### src/rtl/rf_wb_arbiter_pkg.sv
// Shared types and constants for the register-file writeback arbiter.
// Grant-source encodings, FSM states, default sizing and zero-register helpers.
package rf_wb_arbiter_pkg;

    localparam int RF_WB_MAX_WAIT_DEF = 4;
    localparam int RF_WB_CNT_W_DEF    = 3;

    typedef enum logic [1:0] {
        RF_WB_GRANT_NONE = 2'b00,
        RF_WB_GRANT_P    = 2'b01,
        RF_WB_GRANT_M    = 2'b10
    } rf_wb_grant_e;

    typedef enum logic {
        RF_WB_ST_NORMAL  = 1'b0,
        RF_WB_ST_FORCE_M = 1'b1
    } rf_wb_state_e;

    localparam logic       RF_WRITE_ENABLED = 1'b1;
    localparam logic [4:0] RF_ADDR_ZERO     = 5'd0;

    // $0 is hardwired; a write to it is accepted but never reaches the file.
    function automatic logic is_zero_reg(input logic [4:0] addr);
        return addr == RF_ADDR_ZERO;
    endfunction

endpackage

### src/rtl/rf_wb_age_counter.sv
// Saturating age counter for the M writeback source.
// Counts cycles M is held off; saturates at MAX_WAIT and never wraps.
module rf_wb_age_counter
    import rf_wb_arbiter_pkg::*;
#(
    parameter int MAX_WAIT = RF_WB_MAX_WAIT_DEF,
    parameter int CNT_W    = RF_WB_CNT_W_DEF
) (
    input  logic             clk,
    input  logic             rst,
    input  logic             inc,
    input  logic             clr,
    output logic [CNT_W-1:0] age,
    output logic             at_limit
);

    localparam logic [CNT_W-1:0] SAT   = CNT_W'(MAX_WAIT);
    localparam logic [CNT_W-1:0] LIMIT = CNT_W'(MAX_WAIT - 1);

    // Age register: clear wins over increment, increment stops at saturation.
    always_ff @(posedge clk or negedge rst) begin
        if (!rst) begin
            age <= '0;
        end else if (clr) begin
            age <= '0;
        end else if (inc && (age != SAT)) begin
            age <= age + 1'b1;
        end
    end

    assign at_limit = (age == LIMIT);

endmodule

### src/rtl/rf_wb_arbiter.sv
// Register-file write-port arbiter between pipeline (P) and mult/div (M) writeback.
// P has fixed priority; the age counter bounds M's wait and forces one M grant.
// Optional macro RF_WB_TRACE_EN adds a simulation trace of committed writes.
//
// state      | meaning
// -----------+-----------------------------------------------------------
// NORMAL     | P wins if valid, otherwise M; M ages while held off
// FORCE_M    | M has waited MAX_WAIT cycles; P stalls for one M grant
module rf_wb_arbiter
    import rf_wb_arbiter_pkg::*;
#(
    parameter int MAX_WAIT = RF_WB_MAX_WAIT_DEF,
    parameter int CNT_W    = RF_WB_CNT_W_DEF
) (
    input  logic        clk,
    input  logic        rst,
    input  logic        p_valid,
    output logic        p_ready,
    input  logic [4:0]  p_addr,
    input  logic [31:0] p_data,
    input  logic [31:0] p_pc,
    input  logic        m_valid,
    output logic        m_ready,
    input  logic [4:0]  m_addr,
    input  logic [31:0] m_data,
    input  logic [31:0] m_pc,
    output logic        rf_write_enable,
    output logic [4:0]  rf_write_addr,
    output logic [31:0] rf_write_data,
    output logic [31:0] rf_curr_pc,
    output logic [1:0]  grant_src
);

    rf_wb_state_e     state, state_next;
    rf_wb_grant_e     src_q;
    logic [CNT_W-1:0] age;
    logic             at_limit;
    logic             p_acc, m_acc;

    rf_wb_age_counter #(
        .MAX_WAIT (MAX_WAIT),
        .CNT_W    (CNT_W)
    ) u_age (
        .clk      (clk),
        .rst      (rst),
        .inc      (m_valid & ~m_ready),
        .clr      (~m_valid | m_ready),
        .age      (age),
        .at_limit (at_limit)
    );

    // FSM state register.
    always_ff @(posedge clk or negedge rst) begin
        if (!rst) state <= RF_WB_ST_NORMAL;
        else      state <= state_next;
    end

    // Ready decode and next state; both readies held low during reset.
    always_comb begin
        p_ready    = 1'b0;
        m_ready    = 1'b0;
        state_next = state;
        if (rst) begin
            case (state)
                RF_WB_ST_NORMAL: begin
                    p_ready = p_valid;
                    m_ready = m_valid & ~p_valid;
                    if (m_valid && !m_ready && at_limit) state_next = RF_WB_ST_FORCE_M;
                end
                RF_WB_ST_FORCE_M: begin
                    m_ready    = m_valid;
                    state_next = RF_WB_ST_NORMAL;
                end
                default: state_next = RF_WB_ST_NORMAL;
            endcase
        end
    end

    assign p_acc = p_valid & p_ready;
    assign m_acc = m_valid & m_ready;

    // Output register: payload only updates on a real (non-$0) write, else holds.
    always_ff @(posedge clk or negedge rst) begin
        if (!rst) begin
            rf_write_enable <= 1'b0;
            rf_write_addr   <= '0;
            rf_write_data   <= '0;
            rf_curr_pc      <= '0;
            src_q           <= RF_WB_GRANT_NONE;
        end else if (p_acc && !is_zero_reg(p_addr)) begin
            rf_write_enable <= RF_WRITE_ENABLED;
            rf_write_addr   <= p_addr;
            rf_write_data   <= p_data;
            rf_curr_pc      <= p_pc;
            src_q           <= RF_WB_GRANT_P;
        end else if (m_acc && !is_zero_reg(m_addr)) begin
            rf_write_enable <= RF_WRITE_ENABLED;
            rf_write_addr   <= m_addr;
            rf_write_data   <= m_data;
            rf_curr_pc      <= m_pc;
            src_q           <= RF_WB_GRANT_M;
        end else begin
            rf_write_enable <= 1'b0;
            src_q           <= RF_WB_GRANT_NONE;
        end
    end

    assign grant_src = src_q;

`ifdef RF_WB_TRACE_EN
    // Trace of each committed write and each forced M grant.
    always @(posedge clk) begin
        if (rst && rf_write_enable)
            $display("@%t: src=%s pc=0x%08x $%0d <= 0x%08x", $time,
                     (src_q == RF_WB_GRANT_P) ? "P" : "M",
                     rf_curr_pc, rf_write_addr, rf_write_data);
        if (rst && (state == RF_WB_ST_FORCE_M) && m_acc)
            $display("@%t: forced M grant $%0d age=%0d", $time, m_addr, age);
    end
`else
    logic unused_age;
    assign unused_age = ^age;
`endif

endmodule
### config.mk
export PLATFORM = sky130hd
export DESIGN_NAME = rf_wb_arbiter
export DESIGN_NICKNAME = d
export VERILOG_FILES = /design/src/rtl/rf_wb_arbiter_pkg.sv /design/src/rtl/rf_wb_age_counter.sv /design/src/rtl/rf_wb_arbiter.sv
export SDC_FILE = /design/constraint.sdc
export NUM_CORES = 1
export LEC_CHECK = 0
export CAP_MARGIN = 10
export CORE_MARGIN = 4
export CORE_UTILIZATION = 40
export CTS_CLUSTER_SIZE = 30
export DETAILED_ROUTE_END_ITERATION = 10
export PLACE_DENSITY = 0.85
export SETUP_SLACK_MARGIN = 0.2
export SLEW_MARGIN = 15
export SYNTH_ARGS = -nofsm -noshare
export SYNTH_HDL_FRONTEND = slang
export SYNTH_SLANG_ARGS = --single-unit
### constraint.sdc
create_clock -name clk -period 2.7 [get_ports clk]
set_input_delay 0.405 -clock clk [delete_from_list [all_inputs] [get_ports clk]]
set_output_delay 0.405 -clock clk [all_outputs]
set_load 0.03 [all_outputs]
==> results.ini, run 1 <==
[route]
drt_iter0_markers = 98
dr.pass1.iters = 4
wl_per_cell_microns = 16.8
drc = 0
routed_via_density = 5.08
via_count = 3393
ant_nets = 0
drt-total-wl_microns = 11200

[synthesis]
syn-instance-count = 346
postSynthAreaPerCell_sq_um = 9.79
synth_nets = 491
synth_seq_cells = 76
synth_area_sq_um = 3390
synth.distinct_cells = 24
yosysSeqAreaShare = 0.562
yosys_warnings = 0

[timing]
tns_ps = 0
maxSlewHeadroom = 0.378
slew_violations = 0
finalSetupViolCount = 0
fmax_ghz = 0.435
fin_crit_ps = 2300
hold_slack_ps = 320
finalHoldViolations = 0
skew_ps = 7.03
tightest_slew_ps = 933
post-route-period-util = 0.852
rsz0062_at_grt = no

[clock_network]
max-clock-path-buffers = 2
cts_hold_buffers = 0
cts_tree = yes
h-tree-depth = 3
post_cts_buffers = 0
cts.repair.resized = 0
worstSkewPairLatency_ps = 320
clk_pin_slew_ps = 80
cts.sinks = 76
cts_root_buffer = clkbuf_8
cts_made_buffers = 9

[floorplan]
initial_utilization = 0.412
die_h_microns = 100
io_pins = 216
die_w_microns = 100
core-area_sq_um = 8220
num_rows = 33
die-area_sq_um = 10000

[pwr]
switching_power_w = 0.00116
ir_worst_vdd_v = 0.000304
p_total_w = 0.00358
p_sw_frac = 0.323
p_leak_nw = 2.52
pwr-share-seq = 0.391
power.internal_w = 0.00242
clkPwrFrac = 0.264
p_per_area_nw_per_um2 = 615
combPwrFrac = 0.345

[worst_setup_path]
r2r_slack_ps = 930
worstSetupEndpointType = output pin
cp_cell_sequence = clkdlybuf4s50_1 > and2_1 > and2_1 > clkdlybuf4s50_1
r2r_cells = 6
critPathMaxStageDelay_ps = 670
r2r-end = rf_curr_pc[8]
crit_family = buffers and inverters
rr_startpoint = state
critPathLaunchType = input pin
cp_data_required_time_ps = 2300
path_class = in -> out
worst-path-max-fanout = 3
arrival_ps = 1900
cp.buffers_inverters = 2
crit_slowest_cell = clkdlybuf4s50_1

[grt]
gr-usage-all-layers = 0.223
antenna_found_initial = 0
grt_overflow_total = 0
grt_max_degree = 78
grt_pass1_vias = 3707
grt_pass1_wl_microns = 17600

[run_status]
status = complete, no violations

[layout]
fillers = 602
num-nets-final = 703
drive_gt1_frac = 0.0604
instances_no_fill = 668
num_antenna_cells = 0
area_growth_pct = 71.8

[placement]
dp_cells = 652
dpl.hpwl_microns = 8780
numPortBuffers = 215
place_congestion = 0.833

[job]
maxCapViolations = 0

[min_path]
hold_path.class = in -> async

## how the worst max path moves through the flow
| stage | from | slack, ps | to | depth (start not counted) |
|---|---|---|---|---|
| global placement | p_addr[0] | 350 | rf_curr_pc[27] | 7 |
| floorplan | p_addr[0] | 910 | rf_curr_pc[0] | 7 |
| detailed placement | m_addr[2] | 300 | rf_write_addr[3] | 7 |
| global route | m_valid | 360 | m_ready | 4 |
| CTS | m_valid | 390 | m_ready | 4 |
| finish | m_valid | 400 | m_ready | 4 |
## worst register-to-register path, stage by stage, from the launching register on
cell     delay, ps
dfrtp_1        410
and3b_1        410
o21ai_4        120
inv_2           70
buf_4          330
a21oi_1        120
a21oi_1        210
## power groups by stage
stage	Sequential, W	Clock, W	Combinational, W
after CTS	0.00140	0.000974	0.00125
after global routing	0.00142	0.00103	0.00132
after global placement	0.00141	0	0.00122
after floorplan	0.00175	0	0.000252
after detailed placement	0.00142	0	0.00124
final	0.00140	0.000946	0.00124
## area by class of cell
cell class              instances  area, sq um  share of cell area
clock inverters                 6         86.3              0.0148
clock buffers                  10          138              0.0237
repair buffers                224         2210               0.381
multi-input cells             184         1110               0.191
well taps                     105          131              0.0226
flip-flops and latches         76         1900               0.327
inverters                      63          236              0.0406
## logic make-up (layout without fill, tap and decap cells)
kind of cell,count (synthesis),in the layout,share of synthesized area
AO/OA/AOI/OAI,144,144,0.264
XOR/XNOR,1,1,0.00259
adder cells (fa/ha/maj),3,3,0.0111
buffers and inverters,86,303,0.110
flip-flops,76,76,0.562
AND/OR/NAND/NOR,36,36,0.0499
## cells in the final DEF (no fill, tap or decap)
cell,n
a32o_1,1
bufinv_16,2
a21oi_1,26
clkbuf_8,10
inv_6,1
clkinvlp_4,1
o21ai_0,1
nand2b_1,1
o21ai_1,57
a22oi_1,57
clkdlybuf4s50_1,213
o21ai_4,1
nor2_1,13
ha_1,3
dfrtp_1,76
or4_4,2
o211ai_4,1
and3b_1,1
and2_1,2
nand3_1,1
nor2b_1,1
clkinv_2,2
buf_4,11
xnor2_1,1
inv_2,2
inv_1,61
nand2_2,1
nand2_1,14
## metrics by stage
step                      instance area [sq um]  setup slack [ps]   util
final                                      5820               399  0.708
after global routing                       5820               358  0.708
after CTS                                  5820               395  0.708
after detailed placement                   5600               296  0.681
after global placement                     5600               346  0.681
after floorplan                            3390               908      -
## synthesized netlist by cell type
cell type	instances	area share
dfrtp_1	76	0.56
inv_1	61	0.068
a22oi_1	57	0.13
o21ai_1	57	0.084
a21oi_1	26	0.038
nand2_1	14	0.016
nor2_1	13	0.014
clkbuf_1	12	0.013
buf_6	6	0.020
buf_2	5	0.0074
ha_1	3	0.011
and2_1	2	0.0037
inv_2	2	0.0022
or4_4	2	0.0066
a32o_1	1	0.0030
and3b_1	1	0.0026
nand2_2	1	0.0018
nand2b_1	1	0.0018
nand3_1	1	0.0015
nor2b_1	1	0.0018
o211ai_4	1	0.0063
o21ai_0	1	0.0015
o21ai_4	1	0.0048
xnor2_1	1	0.0026
## flip-flops by register name, summed over array words and instances, names as in the netlist
name,count
grant_src,2
rf_curr_pc,32
rf_write_addr,5
rf_write_data,32
rf_write_enable,1
state,1
u_age.age,3
## layer usage
metal  routed length [microns]  global-route usage  share of wire
met5                         0                   0              0
met4                       274              0.0850          0.024
met3                       926              0.0556          0.083
met2                      5780               0.408           0.52
met1                      4230               0.250           0.38
No activity file was read; power rests on OpenSTA's default activity.
==> run 2, diff against run 1 <==
Settings changed: CORE_MARGIN 4 to 1.
==> results.ini, run 2 (same netlist as run 1, synthesis figures left out) <==
[worst_setup_path]
r2r_cells = 6  ; unchanged
cp.buffers_inverters = 2  ; unchanged
r2r-end = rf_write_data[12]
rr_startpoint = state
crit_slowest_cell = clkdlybuf4s50_1
arrival_ps = 1950  ; +50 ps
critPathMaxStageDelay_ps = 660  ; about the same
r2r_slack_ps = 1060  ; +130 ps
worst-path-max-fanout = 3  ; unchanged
cp_cell_sequence = clkdlybuf4s50_1 > and2_1 > and2_1 > clkdlybuf4s50_1
path_class = in -> out
critPathLaunchType = input pin
crit_family = buffers and inverters
worstSetupEndpointType = output pin
cp_data_required_time_ps = 2300  ; about the same

[pwr]
p_per_area_nw_per_um2 = 626  ; +1.7%
switching_power_w = 0.00117  ; +0.89%
ir_worst_vdd_v = 0.000315  ; +3.9%
p_total_w = 0.00366  ; +2.2%
p_leak_nw = 2.52  ; about the same
power.internal_w = 0.00249  ; +2.9%
clkPwrFrac = 0.282  ; +0.018
combPwrFrac = 0.335  ; -0.010
p_sw_frac = 0.319  ; -0.00429
pwr-share-seq = 0.383  ; -0.008

[grt]
grt_overflow_total = 0  ; unchanged
grt_pass1_vias = 3473  ; -6.3%
antenna_found_initial = 0  ; unchanged
grt_pass1_wl_microns = 16300  ; -7.5%
gr-usage-all-layers = 0.241  ; +0.0180
grt_max_degree = 78  ; unchanged

[layout]
fin_util = 0.712  ; +0.00350
fin_area_sq_um = 5850  ; +0.49%
layout_commonest_cell = clkdlybuf4s50_1
num_antenna_cells = 0  ; unchanged
num-nets-final = 703  ; unchanged
drive_gt1_frac = 0.0586  ; -0.00178
final_cell_mix = clkdlybuf4s50_1, dfrtp_1, inv_1
top_regs = rf_curr_pc x32, rf_write_data x32, rf_write_addr x5
area_growth_pct = 72.7

[clock_network]
cts_root_buffer = clkbuf_8
cts_made_buffers = 9  ; unchanged
cts_tree = yes
max-clock-path-buffers = 2  ; unchanged
h-tree-depth = 3  ; unchanged
clk_pin_slew_ps = 80  ; about the same
cts.sinks = 76  ; unchanged
post_cts_buffers = 0  ; unchanged
cts_hold_buffers = 0  ; unchanged
cts.repair.resized = 0  ; unchanged
worstSkewPairLatency_ps = 350  ; +30 ps

[placement]
place_congestion = 0.771  ; -7.4%
numPortBuffers = 215  ; unchanged
dpl.hpwl_microns = 8020  ; -8.7%
place_area_sq_um = 5610  ; +0.22%
dp_slack_ps = 298  ; +1.90 ps

[floorplan]
initial_utilization = 0.412  ; unchanged
io_pins = 216  ; unchanged
core-area_sq_um = 8220  ; unchanged
die-area_sq_um = 8840  ; -12%
num_rows = 33  ; unchanged
die_h_microns = 94.0  ; -6.0%
die_w_microns = 94.0  ; -6.0%

[route]
drc = 0  ; unchanged
via_count = 3401  ; +0.24%
drt_iter0_markers = 93  ; -5.1%
drt-total-wl_microns = 10700  ; -4.8%
dr.pass1.iters = 5  ; +1
routed_via_density = 5.09  ; +0.24%
wl_per_cell_microns = 16.0  ; -4.8%
ant_nets = 0  ; unchanged

[timing]
fin_ws_ps = 348  ; -51.1 ps
maxSlewHeadroom = 0.381  ; +0.00285
tns_ps = 0  ; unchanged
fin_crit_ps = 2350  ; +51.1 ps
rsz0062_at_grt = no
post-route-period-util = 0.871  ; +0.0189
finalHoldViolations = 0  ; unchanged
fmax_ghz = 0.425  ; -2.2%
skew_ps = 8.41  ; +1.38 ps
finalSetupViolCount = 0  ; unchanged
slew_violations = 0  ; unchanged
tightest_slew_ps = 928  ; -4.28 ps

[job]
maxCapViolations = 0  ; unchanged

[run_status]
status = complete, no violations

[min_path]
hold_path.class = in -> async

-- run 2: cell types whose count changed in the layout (fill, tap and decap cells not counted), sizes merged --
cell,delta
bufinv,+1
inv,-1
clkinvlp,+2
clkinv,-2
-- run 2: worst max path at each step --
stage	from	end	slack, ps	cells past startpoint
floorplan	p_addr[0]	rf_curr_pc[0]	910	7
global placement	m_addr[2]	rf_write_data[28]	370	7
detailed placement	m_addr[2]	rf_write_data[12]	300	7
CTS	m_valid	m_ready	350	4
global route	m_valid	m_ready	330	4
finish	m_valid	m_ready	350	4
-- run 2: final cells by class --
cell class | count | area [sq um]
clock buffer | 10 | 128
fill | 598 | 2370
inverter | 63 | 236
multi-input combinational | 184 | 1110
clock inverter | 6 | 113
tap | 105 | 131
sequential | 76 | 1900
timing repair buffer | 224 | 2230
-- run 2: metrics by stage --
step	instances	hold WS, ps
6_report	668	311
5_1_grt	668	400
4_1_cts	668	345
3_5_place_dp	652	509
3_3_place_gp	652	505
2_1_floorplan	346	109
-- run 2: per-layer routing --
metal / part of all wire / GRT usage
met5: 0 / 0
met4: 0.025 / 0.101
met2: 0.52 / 0.447
met1: 0.38 / 0.263
met3: 0.071 / 0.0534
-- run 2: power by group through the flow --
| stage | combinational (W) | clock, W | sequential, W |
|---|---|---|---|
| after floorplan | 0.000252 | 0 | 0.00175 |
| final | 0.00123 | 0.00103 | 0.00140 |
| after CTS | 0.00124 | 0.00105 | 0.00140 |
| after global routing | 0.00131 | 0.00110 | 0.00142 |
| after detailed placement | 0.00123 | 0 | 0.00142 |
| after global placement | 0.00121 | 0 | 0.00141 |
==> run 3, diff against run 2 <==
Settings changed: GPL_TIMING_DRIVEN from default to 0.
==> results.ini, run 3 (same netlist as run 1, synthesis figures left out) <==
[run_status]
status = complete, no violations

[grt]
grt_pass1_vias = 3411  ; -1.8%
grt_pass1_wl_microns = 16400  ; +0.89%
grt_overflow_total = 0  ; unchanged
gr-usage-all-layers = 0.246  ; +0.00464
grt_max_degree = 42  ; -46%
antenna_found_initial = 0  ; unchanged

[pwr]
p_leak_nw = 2.55  ; +1.1%
p_per_area_nw_per_um2 = 609  ; -2.8%
ir_worst_vdd_v = 0.000343  ; +8.8%

[placement]
place_congestion = 0.844  ; +9.5%
place_area_sq_um = 5690  ; +1.4%
dpl.hpwl_microns = 8500  ; +6.0%
numPortBuffers = 215  ; unchanged

[floorplan]
core-area_sq_um = 8220  ; unchanged
die_w_microns = 94.0  ; unchanged
io_pins = 216  ; unchanged
num_rows = 33  ; unchanged
die-area_sq_um = 8840  ; unchanged
initial_utilization = 0.412  ; unchanged
die_h_microns = 94.0  ; unchanged

[layout]
top_regs = rf_curr_pc x32, rf_write_data x32, rf_write_addr x5
layout_commonest_cell = clkdlybuf4s50_1
drive_gt1_frac = 0.0623  ; +0.00367
num-nets-final = 718  ; +2.1%
fin_area_sq_um = 5910  ; +1.1%
fin_util = 0.720  ; +0.00792
num_antenna_cells = 0  ; unchanged
area_growth_pct = 74.6
final_cell_mix = clkdlybuf4s50_1, dfrtp_1, inv_1

[timing]
finalSetupViolCount = 0  ; unchanged
fin_crit_ps = 2370  ; +19.1 ps
maxSlewHeadroom = 0.644  ; +0.263
post-route-period-util = 0.878  ; +0.00706
slew_violations = 0  ; unchanged
finalHoldViolations = 0  ; unchanged
tightest_slew_ps = 534  ; -395 ps
skew_ps = 6.89  ; -1.51 ps
rsz0062_at_grt = no
fmax_ghz = 0.422  ; -0.80%
hold_slack_ps = 22.6  ; -289 ps

[worst_setup_path]
path_class = in -> out
cp.buffers_inverters = 2  ; unchanged
critPathMaxStageDelay_ps = 700  ; +40 ps
cp_cell_sequence = buf_4 > and2_1 > and2_1 > clkdlybuf4s50_1
path_common_cell = and2_1
cp_data_required_time_ps = 2300  ; about the same
worst-path-max-fanout = 39  ; +36
crit_family = buffers and inverters
critPathLaunchType = input pin
worstSetupEndpointType = output pin
crit_slowest_cell = clkdlybuf4s50_1
arrival_ps = 1970  ; +20 ps
crit_start = rst
rr_startpoint = state

[clock_network]
cts_hold_buffers = 0  ; unchanged
cts.sinks = 76  ; unchanged
cts_root_buffer = clkbuf_8
h-tree-depth = 3  ; unchanged
max-clock-path-buffers = 2  ; unchanged
post_cts_buffers = 0  ; unchanged
clk_pin_slew_ps = 80  ; about the same
cts_made_buffers = 9  ; unchanged
worstSkewPairLatency_ps = 340  ; about the same
cts.repair.resized = 0  ; unchanged
cts_tree = yes

[min_path]
hold_path.class = in -> async

[route]
dr.pass1.iters = 5  ; unchanged
drc = 0  ; unchanged
ant_nets = 0  ; unchanged
via_count = 3371  ; -0.88%
drt-total-wl_microns = 10800  ; +0.92%
routed_via_density = 4.94  ; -3.1%
drt_iter0_markers = 95  ; +2.2%
wl_per_cell_microns = 15.8  ; -1.3%

[job]
maxCapViolations = 0  ; unchanged

## run 3: changes by cell type in the layout (fill, tap and decap cells not counted), sizes merged
cell           delta
clkinv            +1
buf               +2
clkdlybuf4s50     +1
bufinv            -1
clkbuf           +12
## run 3: report_power, final
part | leakage, nW | internal, W | switching (W)
clock | 0.105 | 0.000544 | 0.000415
combinational | 1.52 | 0.000583 | 0.000659
sequential | 0.925 | 0.00131 | 0.0000921
## run 3: area by class of cell
cell class	instances	area, sq um
buffer	23	138
inverter	63	236
fill	629	2300
clock buffer	10	138
clock inverter	6	87.6
tap	105	131
sequential	76	1900
timing repair buffer	216	2170
multi-input combinational	184	1110
## run 3: through the flow
step / std cells / TNS (ps) / power (W) / setup slack [ps]
2_1_floorplan: 346 / 0 / 0.00200 / 908
4_1_cts: 683 / 0 / 0.00364 / 305
6_report: 683 / 0 / 0.00360 / 329
3_3_place_gp: 666 / -265350 / 0.00263 / -2350
5_1_grt: 683 / 0 / 0.00377 / 213
3_5_place_dp: 667 / 0 / 0.00267 / 94.3
## run 3: worst paths after layout
| kind | end | slack (ps) | depth (start not counted) |
|---|---|---|---|
| max | m_ready | 330 | 4 |
| min | rf_curr_pc[23] | 20 | 1 |
| max reg2reg | rf_write_data[2] | 940 | 7 |
| min reg2reg | rf_curr_pc[23] | 520 | 2 |
| max in group asynchronous | u_age.age[0] | 2100 | 2 |
| min in group clk | rf_curr_pc[23] | 520 | 2 |
## run 3: layer usage
| layer | vias up | part of all wire | GRT usage |
|---|---|---|---|
| met4 | 0 | 0.017 | 0.0859 |
| met2 | 146 | 0.52 | 0.454 |
| li1 | 1636 | - | - |
| met3 | 17 | 0.072 | 0.0558 |
| met5 | - | 0 | 0 |
| met1 | 1572 | 0.39 | 0.275 |
